### src/rtl/alu32_seq_ctrl.sv
// Sequencing front end for a 32-bit combinational ALU: register file, one-command-at-a-time
// valid/ready intake, registered operands out, result/flag writeback with a done pulse.
module alu32_seq_ctrl #(
  parameter int AW = 3
) (
  input  logic          clk,
  input  logic          reset,
  input  logic          cmd_valid,
  output logic          cmd_ready,
  input  logic [2:0]    cmd_op,
  input  logic [AW-1:0] cmd_ra,
  input  logic [AW-1:0] cmd_rb,
  input  logic [AW-1:0] cmd_rd,
  input  logic          wr_en,
  input  logic [AW-1:0] wr_addr,
  input  logic [31:0]   wr_data,
  input  logic [AW-1:0] rd_addr,
  output logic [31:0]   rd_data,
  output logic [31:0]   alu_a,
  output logic [31:0]   alu_b,
  output logic [2:0]    alu_op,
  input  logic [31:0]   alu_result,
  input  logic          alu_c,
  input  logic          alu_n,
  input  logic          alu_z,
  input  logic          alu_v,
  output logic          done,
  output logic          flag_c,
  output logic          flag_n,
  output logic          flag_z,
  output logic          flag_v
);

  localparam int NREGS = 1 << AW;

  typedef enum logic {
    IDLE = 1'b0,
    EXEC = 1'b1
  } state_t;

  state_t        state;
  logic [31:0]   rf [NREGS];
  logic [AW-1:0] rd_q;

  // Handshake: a command transfers at a rising edge where cmd_valid && cmd_ready.
  // cmd_ready depends on state only, so the source may raise or drop cmd_valid freely.
  assign cmd_ready = (state == IDLE);
  assign rd_data   = rf[rd_addr];

  always_ff @(posedge clk or posedge reset) begin
    if (reset) begin
      state  <= IDLE;
      for (int i = 0; i < NREGS; i++) rf[i] <= '0;
      alu_a  <= '0;
      alu_b  <= '0;
      alu_op <= '0;
      rd_q   <= '0;
      done   <= 1'b0;
      flag_c <= 1'b0;
      flag_n <= 1'b0;
      flag_z <= 1'b0;
      flag_v <= 1'b0;
    end else begin
      done <= 1'b0;
      if (wr_en) rf[wr_addr] <= wr_data;
      case (state)
        IDLE: begin
          if (cmd_valid) begin
            alu_a  <= rf[cmd_ra];
            alu_b  <= rf[cmd_rb];
            alu_op <= cmd_op;
            rd_q   <= cmd_rd;
            state  <= EXEC;
          end
        end
        EXEC: begin
          // Placed after the host write so writeback wins on an address collision.
          rf[rd_q] <= alu_result;
          flag_c   <= alu_c;
          flag_n   <= alu_n;
          flag_z   <= alu_z;
          flag_v   <= alu_v;
          done     <= 1'b1;
          state    <= IDLE;
        end
        default: state <= IDLE;
      endcase
    end
  end

endmodule

### config.mk
export PLATFORM = sky130hd
export DESIGN_NAME = alu32_seq_ctrl
export DESIGN_NICKNAME = d
export VERILOG_FILES = /design/src/rtl/alu32_seq_ctrl.sv
export SDC_FILE = /design/constraint.sdc
export NUM_CORES = 1
export LEC_CHECK = 0
export ABC_CLOCK_PERIOD_IN_PS = 26900
export BUFFER_PORTS_ARGS = -buffer_cell sky130_fd_sc_hd__buf_4
export CAP_MARGIN = 25
export CELL_PAD_IN_SITES_DETAIL_PLACEMENT = 1
export CELL_PAD_IN_SITES_GLOBAL_PLACEMENT = 1
export CORE_MARGIN = 10
export CORE_UTILIZATION = 35
export CTS_CLUSTER_SIZE = 28
export DETAILED_ROUTE_END_ITERATION = 6
export GPL_ROUTABILITY_DRIVEN = 1
export PLACE_DENSITY_LB_ADDON = 0.1
export SLEW_MARGIN = 15
export SYNTH_ARGS = -nofsm -noshare
export SYNTH_HDL_FRONTEND = slang
export SYNTH_SLANG_ARGS = --single-unit
export TNS_END_PERCENT = 5
### constraint.sdc
create_clock -name clk -period 26.9 [get_ports clk]
set_input_delay 2.69 -clock clk [delete_from_list [all_inputs] [get_ports clk]]
set_output_delay 2.69 -clock clk [all_outputs]
set_load 0.005 [all_outputs]
==> impl_metrics.ini <==
[place]
post-dp-hpwl_mm = 43.7
final_weighted_congestion_of_routability_driven_global_placement = 0.769
port-buffer-count = 194
dp_worst_setup_slack_ns = 19.15

[critical_path]
cp_common_cell = buf_4
worst_setup_path_start = rd_addr[0]
worst_setup_path_start_kind = input pin
cp.arrival_ns = 4.99
timing.critical_path.to_type = output port
required_ns = 24.21
timing_worst_setup_path_type = in2out
critical-path-slowest-cell = buf_4
ff2ff_path_depth = 4
path_depth = 5
worst_path_dominant_cell_family = buffers and inverters
timing.critical_path.fanout_max = 40
critical_path_buf_inv_count = 3
critical-path-max-stage-delay_ns = 0.77
crit-reg2reg-launch = state
path_cells = buf_4 > buf_4 > mux4_2 > mux2_2 > buf_4

[cells_and_area]
drive_above_1_share_pct = 27.9
fillerInstances = 6451
nets = 2120
areaGrowthSynthToFinish_pct = 14.6
final_common_cell = mux2i_1
layout_common_cells = mux2i_1, dfrtp_1, buf_4
utilization_pct = 40.7

[clock_tree]
postCtsResizedCells = 0
htreeDepth = 2
cts-hold-fix-buffers = 0
clock_tree.root_cell = clkbuf_16
worstSkewPairLatency_ns = 0.59
number_of_buffers_created_by_cts = 44
worst_path_clk_slew_ns = 0.05
clock-sinks = 332
cts_tree = yes
clk_path_buf_depth = 3
post-cts-setup-buffers = 0

[synthesis]
synth_enable_flop_cells = 0
synth-compound-area-share_pct = 13.5
synth_top_family_by_area = multiplexers
yosys_warnings = 0
synthAdderAreaFrac_pct = 0
avgSynthCellArea_um2 = 10.5
synth_flop_cell = dfrtp_1
synth_unique_cells = 28
netlist.top_cell.by_area = dfrtp_1
ys_ff_latch = 332
synthSimpleGateAreaFrac_pct = 7.14
async_reset_ff_share_pct = 100
synthCells = 1998
synthesis.nets = 2088
post_synthesis_sequential_area_ratio_pct = 39.5
synth.cell_area_mm2 = 0.0210
synth.area.top_cells = dfrtp_1, mux2i_1, mux2_2
yosys.area_share.xor_xnor_pct = 0
synthDominantCellAreaShare_pct = 39.5
muxShareOfSynthArea_pct = 33.9

[die]
coreArea_mm2 = 0.0592
fp.dieArea_mm2 = 0.0703
fp.dieW_um = 265
die_outline_height_um = 265
initial_utilization_pct = 35.5
num_io_pins = 195
num_rows = 89

[drt]
detailed_routing_iteration_count_for_the_pre_antenna_repair_pass = 5
routed_wl_mm = 76.4
drt_iter0_drc = 990
avgViaCountPerCell = 5.74
drc_errors = 0
via_count = 16300
post_detailed_route_count_of_antenna_violating_nets = 0
avgRoutedWirePerCell_um = 26.9

[timing]
max_slew.worst_pin.slew_ns = 1.11
setup_ws_ns = 19.22
rsz0062_at_grt = false
clock-skew-final_ns = 0.0227
period_minus_slack_ns = 7.68
final-setup-viol-count = 0
setup-tns-final_ns = 0
worst_hold_slack_ns = 0.478
hold_violations = 0
fmaxAchievable_mhz = 130
max_slew_margin_pct = 25.8
timing_max_transition_violations_final = 0
final_min_period_over_clock_period_pct = 28.6

[hold_path]
min-delay-start = alu_op[1]
number_of_cells_on_the_worst_hold_path = 2
hp-class = reg2reg

[pwr]
ir_drop_uv = 46.4
leakagePower_nw = 10.7
power.density_mw_per_mm2 = 86.8
power.share.switching_pct = 33.1
clkPwrFrac_pct = 29.8
p_comb_share_pct = 29.9
internal-power_mw = 1.40
p_seq_share_pct = 40.3
net-switching-power_mw = 0.693

[global_route]
grt_pass1_vias = 17600
initial_antenna_violation_count = 3
globalRouteMet1Util_pct = 29.3
grt_max_degree = 110
grt_remaining_overflow = 0
grt_pass1_wl_mm = 117
grtUsageMet3_pct = 3.51
top_usage_layer = met2
gr-usage-met2_pct = 35.5
overall_routing_resource_usage_pct = 21.5

[flow_run]
drv_cap = 0

[outcome]
status = complete, no violations
[worst paths after layout]
| check | to | slack, ns |
|---|---|---|
| setup / recovery | rd_data[29] | 19.22 |
| hold / removal | alu_op[1] | 0.48 |
| setup reg to reg | alu_b[22] | 24.23 |
| hold reg to reg | alu_op[1] | 0.48 |
| max in group asynchronous | rf[166] | 22.41 |
| min in group asynchronous | rf[247] | 2.29 |
[layout make-up]
class / instances / area, um2 / share of cell area (%)
sequential: 332 / 8310 / 34.5
clock buffer: 68 / 1380 / 5.74
clock inverter: 13 / 148 / 0.613
tap: 773 / 967 / 4.01
inverter: 3 / 18.8 / 0.0779
antenna: 1 / 2.50 / 0.0104
multi-input combinational: 1423 / 11500 / 47.9
timing repair buffer: 226 / 1730 / 7.19
[routing by layer]
layer,wire [um],share of wire [%]
met1,35800,47
met2,36100,47
met3,3280,4.3
met4,1100,1.4
met5,30,0.039
[state kept, by name, indices dropped and copies added (netlist names)]
name    count
rf        256
flag_v      1
flag_z      1
alu_a      32
alu_op      3
done        1
flag_c      1
alu_b      32
flag_n      1
state       1
rd_q        3
[worst register-to-register path: cells and delay by family (launching register included)]
| kind | cells | cell delay, ns |
|---|---|---|
| buf+inv | 1 | 0.75 |
| compound gates | 1 | 0.10 |
| flops | 1 | 0.67 |
| simple gates | 2 | 1.02 |
[power by group through the flow]
stage / sequential, mW / clock, mW / combinational [mW]
after detailed placement: 0.844 / 0 / 0.633
after floorplan: 0.777 / 0 / 0.454
after CTS: 0.838 / 0.640 / 0.636
final: 0.842 / 0.624 / 0.626
after global routing: 0.865 / 0.659 / 0.693
after global placement: 0.839 / 0 / 0.611
[cell families after synthesis]
family          Yosys count
compound gates          448
buf+inv                 243
flops                   332
simple gates            363
mux                     612
[cells in the mapped netlist, drive strengths merged (2+ instances only)]
library cell	instances
nor4b	2
nand2	212
and4bb	5
dfrtp	332
a22o	64
mux4	64
nand4b	6
nor2b	2
o22ai	64
buf	139
a21oi	128
clkbuf	101
o21ai	128
nand4	2
inv	3
mux2	164
nor2	130
o31ai	64
nand2b	3
mux2i	384
[per-stage QoR]
| stage | cell area [um2] | power, mW | std cells |
|---|---|---|---|
| final | 24100 | 2.09 | 2839 |
| after global routing | 24100 | 2.22 | 2838 |
| after CTS | 24100 | 2.11 | 2836 |
| after detailed placement | 22500 | 1.48 | 2755 |
| after global placement | 22500 | 1.45 | 2754 |
| after floorplan | 21000 | 1.23 | 1998 |
No activity file was read; power rests on OpenSTA's default activity.
